$ cat src/rtl/sha256_msg_sequencer.sv
// Packs a 16-bit big-endian byte stream into 512-bit SHA-256 blocks, applies
// message padding and sequences init/next pulses to the core, capturing the digest.
module sha256_msg_sequencer #(
    parameter int LEN_W = 64
) (
    input  logic         mclk,
    input  logic         puc_rst,
    input  logic         start,
    input  logic         mode_in,
    input  logic         in_valid,
    output logic         in_ready,
    input  logic [15:0]  in_data,
    input  logic         in_last,
    input  logic [1:0]   in_bytes,
    output logic         core_init,
    output logic         core_next,
    output logic         core_mode,
    output logic [511:0] core_block,
    input  logic         core_ready,
    input  logic         core_dvalid,
    input  logic [255:0] core_digest,
    output logic         busy,
    output logic [255:0] digest,
    output logic         digest_valid
);

    typedef enum logic [2:0] {
        S_IDLE,
        S_FILL,
        S_PAD,
        S_ISSUE,
        S_WAIT,
        S_DONE
    } state_t;

    state_t         state;
    state_t         state_nxt;

    logic [6:0]       byte_ptr;
    logic [LEN_W-1:0] bit_len;
    logic             first;
    logic             is_final;
    logic             pad_pend;
    logic             flag80_pend;
    logic [511:0]     block;

    logic [1:0]       nbytes;
    logic [9:0]       lo_idx0;
    logic [9:0]       lo_idx1;
    logic [63:0]      len64;

    logic             do_start;
    logic             accept;
    logic             fill_full;
    logic             do_issue;
    logic             do_capture;
    logic             do_padblk;
    logic             do_refill;

    assign core_block = block;

    // Bit positions of the byte at byte_ptr and the one after it (byte 0 is the MSB).
    always_comb begin
        lo_idx0 = 10'd504 - {byte_ptr, 3'b000};
        lo_idx1 = 10'd496 - {byte_ptr, 3'b000};
        len64   = '0;
        len64[LEN_W-1:0] = bit_len;
        if (!in_last)
            nbytes = 2'd2;
        else if (in_bytes == 2'd3)
            nbytes = 2'd2;
        else
            nbytes = in_bytes;
    end

    always_ff @(posedge mclk) begin
        if (puc_rst)
            state <= S_IDLE;
        else
            state <= state_nxt;
    end

    always_comb begin
        state_nxt  = state;
        in_ready   = 1'b0;
        busy       = 1'b1;
        do_start   = 1'b0;
        accept     = 1'b0;
        fill_full  = 1'b0;
        do_issue   = 1'b0;
        do_capture = 1'b0;
        do_padblk  = 1'b0;
        do_refill  = 1'b0;
        case (state)
            S_IDLE, S_DONE: begin
                busy = 1'b0;
                if (start) begin
                    do_start  = 1'b1;
                    state_nxt = S_FILL;
                end
            end
            S_FILL: begin
                in_ready = 1'b1;
                accept   = in_valid;
                if (in_valid) begin
                    if (in_last) begin
                        state_nxt = S_PAD;
                    end else if (byte_ptr == 7'd62) begin
                        fill_full = 1'b1;
                        state_nxt = S_ISSUE;
                    end
                end
            end
            S_PAD: begin
                state_nxt = S_ISSUE;
            end
            S_ISSUE: begin
                if (core_ready) begin
                    do_issue  = 1'b1;
                    state_nxt = S_WAIT;
                end
            end
            S_WAIT: begin
                // The pulse is still high in the first WAIT cycle, when core_ready is stale.
                if (core_ready && !(core_init || core_next)) begin
                    if (is_final) begin
                        if (core_dvalid) begin
                            do_capture = 1'b1;
                            state_nxt  = S_DONE;
                        end
                    end else if (pad_pend) begin
                        do_padblk = 1'b1;
                        state_nxt = S_ISSUE;
                    end else begin
                        do_refill = 1'b1;
                        state_nxt = S_FILL;
                    end
                end
            end
            default: state_nxt = S_IDLE;
        endcase
    end

    always_ff @(posedge mclk) begin
        if (puc_rst) begin
            core_init    <= 1'b0;
            core_next    <= 1'b0;
            core_mode    <= 1'b0;
            byte_ptr     <= '0;
            bit_len      <= '0;
            first        <= 1'b1;
            is_final     <= 1'b0;
            pad_pend     <= 1'b0;
            flag80_pend  <= 1'b0;
            block        <= '0;
            digest       <= '0;
            digest_valid <= 1'b0;
        end else begin
            core_init <= 1'b0;
            core_next <= 1'b0;

            if (do_start) begin
                core_mode    <= mode_in;
                bit_len      <= '0;
                first        <= 1'b1;
                block        <= '0;
                byte_ptr     <= '0;
                digest_valid <= 1'b0;
                is_final     <= 1'b0;
                pad_pend     <= 1'b0;
                flag80_pend  <= 1'b0;
            end

            if (accept) begin
                if (nbytes != 2'd0)
                    block[lo_idx0 +: 8] <= in_data[15:8];
                if (nbytes == 2'd2)
                    block[lo_idx1 +: 8] <= in_data[7:0];
                byte_ptr <= byte_ptr + 7'(nbytes);
                bit_len  <= bit_len + LEN_W'({nbytes, 3'b000});
            end

            if (fill_full) begin
                is_final <= 1'b0;
                pad_pend <= 1'b0;
            end

            // A full last block defers its 0x80 marker to byte 0 of the extra block.
            if (state == S_PAD) begin
                if (!byte_ptr[6])
                    block[lo_idx0 +: 8] <= 8'h80;
                else
                    flag80_pend <= 1'b1;
                if (byte_ptr <= 7'd55) begin
                    block[63:0] <= len64;
                    is_final    <= 1'b1;
                end else begin
                    pad_pend <= 1'b1;
                    is_final <= 1'b0;
                end
            end

            if (do_issue) begin
                core_init <= first;
                core_next <= !first;
                first     <= 1'b0;
            end

            if (do_capture) begin
                digest       <= core_digest;
                digest_valid <= 1'b1;
            end

            if (do_padblk) begin
                block       <= {(flag80_pend ? 8'h80 : 8'h00), 440'd0, len64};
                is_final    <= 1'b1;
                pad_pend    <= 1'b0;
                flag80_pend <= 1'b0;
            end

            if (do_refill) begin
                block    <= '0;
                byte_ptr <= '0;
            end
        end
    end

endmodule

$ cat config.mk
export PLATFORM = sky130hd
export DESIGN_NAME = sha256_msg_sequencer
export DESIGN_NICKNAME = d
export VERILOG_FILES = /design/src/rtl/sha256_msg_sequencer.sv
export SDC_FILE = /design/constraint.sdc
export NUM_CORES = 2
export LEC_CHECK = 0
export CORE_AREA = 3 3 408 410
export DETAILED_ROUTE_END_ITERATION = 7
export DIE_AREA = 0 0 411 413
export PLACE_DENSITY = 0.56
export SYNTH_ARGS = -nofsm -noshare
export SYNTH_HDL_FRONTEND = slang
export SYNTH_SLANG_ARGS = --single-unit
$ cat constraint.sdc
create_clock -name mclk -period 5.9 [get_ports mclk]
set_input_delay 0.59 -clock mclk [delete_from_list [all_inputs] [get_ports mclk]]
set_output_delay 0.59 -clock mclk [all_outputs]
set_load 0.05 [all_outputs]
### Word-level counts from Yosys, hierarchy flattened

Index checks and enable logic that the tools add are counted.

* bits in registers: 850
* input bits: 282
* output and inout port bits: 774
* word-level logic and storage cells: 127

* add/subtract/negate cells: 6
* $lt $le $gt $ge: 1
* eq/ne operators: 14
* shifts and indexed selects: 5
* mux-type cells: 70
* bitwise gates (word level): 1
* reductions and logical operators: 16

Operators by type and width (number)
* $mux W512: 11
* $bwmux W512: 3
* $shift A8 B12 Y512 const A: 2
* $shiftx A8 B12 Y512: 2
* $shiftx A8 B12 Y512 const A: 1
* $mux W64: 3
* $add A64 B5 Y64: 1
* $mux W1: 38
* $mux W3: 8
* $neg A10 Y12: 2
* $sub A9 B10 Y10 const A: 2
* $pmux W3 S5: 1
* $mux W7: 2
* $mux W8: 1
* $ne A2 B2 Y1 const B: 4
* $reduce_bool A2 Y1: 4
* $reduce_or A2 Y1: 4
* $add A7 B2 Y7: 1
* $eq A7 B6 Y1 const B: 1
* $le A7 B6 Y1 const B: 1
* $eq A3 B2 Y1 const B: 2
* $eq A3 B3 Y1 const B: 2
* $mux W2: 3
* $ne A3 B3 Y1 const B: 2
* 10 further kinds: 12

### Logic depth before layout (Yosys ltp)

* word-level depth: 18
* mapped depth: 18
* gate-level depth less buffers: 13

### Least setup slack after synthesis

OpenSTA, ideal clock, no wires.

* path type: register -> register
* start: reg byte_ptr[0]
* end: reg block[432] (netlist: core_block[432])
* setup time: 122 ps
* data arrival time: 3609 ps
* path slack: 2169 ps
* cell stages (with the launch flop): 18
* buffers on the path: 8
* clock period less this slack: 3731 ps
* cell sequence: dfxtp_1 buf_2 clkbuf_1 inv_1 ha_1 clkbuf_1 nor2_1 and2_1 and3_4 buf_6 or3_1 buf_2 and2_1 buf_6 or3_1 buf_2 buf_2 a221o_1

* word-level cells in the longest chain between the ends: 14

Ends and longest elaborated chain
* from (decl): line 39 `logic [6:0] byte_ptr;`
* from (signal assigned): line 179 `byte_ptr <= byte_ptr + 7'(nbytes);`
* $sub A9 B10 Y10: line 64 `lo_idx0 = 10'd504 - {byte_ptr, 3'b000};`
* $neg A10 Y12: line 176, 191
* $shiftx A8 B12 Y512 / $shift A8 B12 Y512 (equally long branches): line 176, 191
* $bwmux W512: line 176 `block[lo_idx0 +: 8] <= in_data[15:8];`
* $mux W512: line 175 `if (nbytes != 2'd0)`
* $mux W512: line 174 `if (accept) begin`
* $mux W512: line 145 `if (puc_rst) begin`
* $bwmux W512: line 178 `block[lo_idx1 +: 8] <= in_data[7:0];`
* $mux W512: line 177 `if (nbytes == 2'd2)`
* $mux W512: line 174
* $mux W512: line 145
* $bwmux W512: line 191 `block[lo_idx0 +: 8] <= 8'h80;`
* $mux W512: line 190 `if (!byte_ptr[6])`
* $mux W512 (*): line 189 `if (state == S_PAD) begin`
* to (signal, indexed assignment): line 176
* to (signal, indexed assignment): line 178
* to (signal assigned): line 215 `block <= {(flag80_pend ? 8'h80 : 8'h00), 440'd0, len64};`
* to (decl): line 45 `logic [511:0] block;`

Every way passes the cells marked *; elsewhere a longest branch is shown, timed or not. The select of a mux whose other input is x is not followed.
A chain may end at the register's enable or synchronous reset.

### Final worst setup path

* start: reg byte_ptr[2]
* end: reg block[97] (netlist: core_block[97])

The elaborated chain is that of the path after synthesis.

==> results.sh <==
export IMPL_worstSetupPathType="reg -> reg"
export IMPL_final_max_slew_violation_count=5
export IMPL_slowest_delay_ns=1.19
export IMPL_p_switching_uw=5946
export IMPL_power_density_nw_per_um2=268.6
export IMPL_cts_resized=0
export IMPL_antenna_found_initial=34
export IMPL_crit_buf_inv=0
export IMPL_timing_setup_tns_ns=0
export IMPL_grt_pass1_wl_um=399300
export IMPL_cp_common_cell="nand2_1"
export IMPL_syn_area_um2=43950
export IMPL_fill_cells=16970
export IMPL_avgSynthCellArea_um2=7.410
export IMPL_intPower_uw=10330
export IMPL_clk_pin_slew_worst_paths_ns=0.07
export IMPL_cts_inserted_buffers=105
export IMPL_crit_chain="nand2_1, or3_1, nand2_1, nand2_2, o21ai_0, nor2_1, nand2_1, o221ai_1"
export IMPL_drive_above_1_share_pct=7.038
export IMPL_async_flop_share_pct=0
export IMPL_ys_seq_elements=847
export IMPL_core_area_um2=162800
export IMPL_wirelength_um=294500
export IMPL_status="finished, violations left"
export IMPL_grt_pass1_vias=49480
export IMPL_maxSlewHeadroom_pct=-4.492
export IMPL_clock_latency_ns=0.77
export IMPL_clkSinkCount=847
export IMPL_synth_most_common_cell="nand2_1"
export IMPL_min_delay_start="puc_rst"
export IMPL_path_delay_family="simple AND/OR/NAND/NOR gates"
export IMPL_synth_ff_type="dfxtp_1"
export IMPL_setup_slack_ns=1.184
export IMPL_critPathArrivalTime_ns=5.35
export IMPL_dp_hpwl_um=218700
export IMPL_h_tree_depth=3
export IMPL_p_seq_share_pct=36.0
export IMPL_initial_core_util_pct=27.00
export IMPL_yosys_area_top_type_share_pct=38.58
export IMPL_wire_per_inst_um=32.48
export IMPL_ir_worst_vdd_uv=372.3
export IMPL_track_usage_pct=32.70
export IMPL_finClkSkew_ns=0.06582
export IMPL_worstPathRequired_ns=6.53
export IMPL_place_area_um2=57050
export IMPL_grtUsageMet3_pct=12.80
export IMPL_regToRegSetupSlack_ns=1.18
export IMPL_worstHoldEndpoint="state[0]$_SDFFE_PP0P_"
export IMPL_ys_warn_count=0
export IMPL_yosysSeqAreaShare_pct=38.58
export IMPL_vias=54070
export IMPL_timing_rr_end="core_block[97]$_SDFF_PP0_"
export IMPL_max_freq_mhz=212.0
export IMPL_cts_root_buf="clkbuf_16"
export IMPL_die_h_um=413
export IMPL_io_pins=1056
export IMPL_setup_violations=0
export IMPL_grt_setup_unrepaired="false"
export IMPL_gp_congestion=1.032
export IMPL_clockBufferDepth=3
export IMPL_synthTopCellsByArea="dfxtp_1 39%, nand2_1 11%, a21oi_1 7.4%"
export IMPL_synth_distinct_cells=93
export IMPL_worst_pin_slew_ns=1.551
export IMPL_grt_busiest_layer="met2"
export IMPL_gr_usage_met1_pct=36.69
export IMPL_grt_overflow=0
export IMPL_whs_ns=0.3533
export IMPL_crit_slowest_cell="o21ai_0"
export IMPL_end_kind="flop"
export IMPL_io_buffers=1055
export IMPL_hp_class="in -> reg"
export IMPL_report_final_hold_viol_count=0
export IMPL_reg2reg_depth=8
export IMPL_dieArea_um2=169700
export IMPL_violations="DRC, capacitance limit, slew limit"
export IMPL_yosysTopAreaCell="dfxtp_1"
export IMPL_leakagePower_uw=0.01982
export IMPL_syn2layout_area_growth_pct=37.88
export IMPL_drc=1
export IMPL_dpl_worst_slack_ns=1.260
export IMPL_start_kind="flop"
export IMPL_synth_edff_count=0
export IMPL_grt_max_degree=202
export IMPL_maxCapViolations=1
export IMPL_cts_setup_buffers=0
export IMPL_cts_tree="yes"
export IMPL_hold_depth=2
export IMPL_synthTopCellsByCount="1254 x nand2_1, 847 x dfxtp_1, 652 x a21oi_1"
export IMPL_syn_nets=6222
export IMPL_min_period_over_period_pct=79.93
export IMPL_syn_inst=5931
export IMPL_crit_path_max_fanout=25
export IMPL_dr_first_iter_drc_count=7122
export IMPL_p_sw_share_pct=36.53
export IMPL_regToRegStartpoint="byte_ptr[2]$_SDFFE_PP0P_"
export IMPL_cts_hold_buf=0
export IMPL_power_share_clock_pct=41.3
export IMPL_die_w_um=411
export IMPL_detail_route_antenna_nets=0
export IMPL_final_area_um2=60600
export IMPL_rows=148
export IMPL_use_met2_pct=52.19
export IMPL_min_period_ns=4.716
export IMPL_comb_power_share_pct=22.7
export IMPL_finalNetCount=7079
export IMPL_viasPerCell=5.964
export IMPL_drtPass1Iterations=8
==> flip-flops by register name (all words and copies together), names as in the netlist <==
register,flops
bit_len,61
byte_ptr,7
core_block,512
core_init,1
core_mode,1
core_next,1
digest,256
digest_valid,1
first,1
flag80_pend,1
is_final,1
pad_pend,1
state,3
==> worst max path at each step <==
stage | start | endpoint | slack (ns) | cells after the start
floorplan | byte_ptr[0]$_SDFFE_PP0P_ | core_block[432]$_SDFF_PP0_ | 2.17 | 17
global placement | core_ready | core_block[198]$_SDFF_PP0_ | 1.31 | 10
detailed placement | core_ready | core_block[197]$_SDFF_PP0_ | 1.26 | 10
CTS | byte_ptr[1]$_SDFFE_PP0P_ | core_block[426]$_SDFF_PP0_ | 1.36 | 10
global route | byte_ptr[1]$_SDFFE_PP0P_ | core_block[424]$_SDFF_PP0_ | 1.10 | 10
finish | byte_ptr[2]$_SDFFE_PP0P_ | core_block[97]$_SDFF_PP0_ | 1.18 | 8
==> metal layers <==
metal / vias to the layer above / share of wire (%)
li1: 23300 / -
met1: 26060 / 35
met2: 3734 / 45
met3: 940 / 12
met4: 32 / 7.3
met5: - / 0.086
==> final cells by class <==
class,count,area [um2],area share (%)
Clock inverter,38,427.9,0.7062
Inverter,26,97.59,0.1611
Timing Repair Buffer,1257,12160,20.07
Tap cell,2175,2721,4.491
Antenna cell,14,35.03,0.05782
Multi-Input combinational cell,4551,25120,41.45
Sequential cell,847,16960,27.98
Clock buffer,158,3078,5.079
==> worst register-to-register path: cells and delay by family (launching register included) <==
family / cells / cell delay [ns]
DFF: 1 / 0.98
and+or+nand+nor: 6 / 2.27
AOI/OAI and AO/OA: 2 / 1.32
==> metrics by stage <==
step           power (uW)  instances  utilization (%)
4_1_cts             16170       9052            37.21
2_1_floorplan        7821       5931                -
3_3_place_gp         9476       8856            35.05
5_1_grt             16630       9054            37.21
3_5_place_dp         9499       8856            35.05
6_report            16280       9066            37.23
==> layout by cell type (no fill, tap or decap), types with 29 or more instances in the layout <==
cell                n
a211oi_1           38
a21oi_1           652
a221o_1           118
a221oi_1           33
a22o_1             90
a22oi_1            81
a31oi_1            80
and2_1             39
and3_1            135
buf_4             193
clkbuf_1           29
clkbuf_16         106
clkdlybuf4s50_1  1045
dfxtp_1           847
mux2i_1           122
nand2_1          1249
nand3_1           411
nand4_1            32
nor2_1            391
nor3_1            138
o211ai_1           96
o21ai_0           312
o221ai_1           33
o22ai_1            71
or3_1              41
==> power by group through the flow <==
stage | clock, uW | combinational (uW) | sequential, uW
5_1_grt | 7020 | 3750 | 5860
3_3_place_gp | 0 | 3490 | 5980
4_1_cts | 6790 | 3520 | 5860
3_5_place_dp | 0 | 3510 | 5980
6_report | 6730 | 3690 | 5860
2_1_floorplan | 0 | 1740 | 6080
==> logic make-up after synthesis <==
family,share of synthesized area [%]
AND/OR/NAND/NOR,25.77
XOR/XNOR,0.3132
AO/OA/AOI/OAI,26.96
adder cells (fa/ha/maj),0.2904
flip-flops,38.58
multiplexers,3.368
buffers and inverters,4.723
No activity file was read; power rests on OpenSTA's default activity.
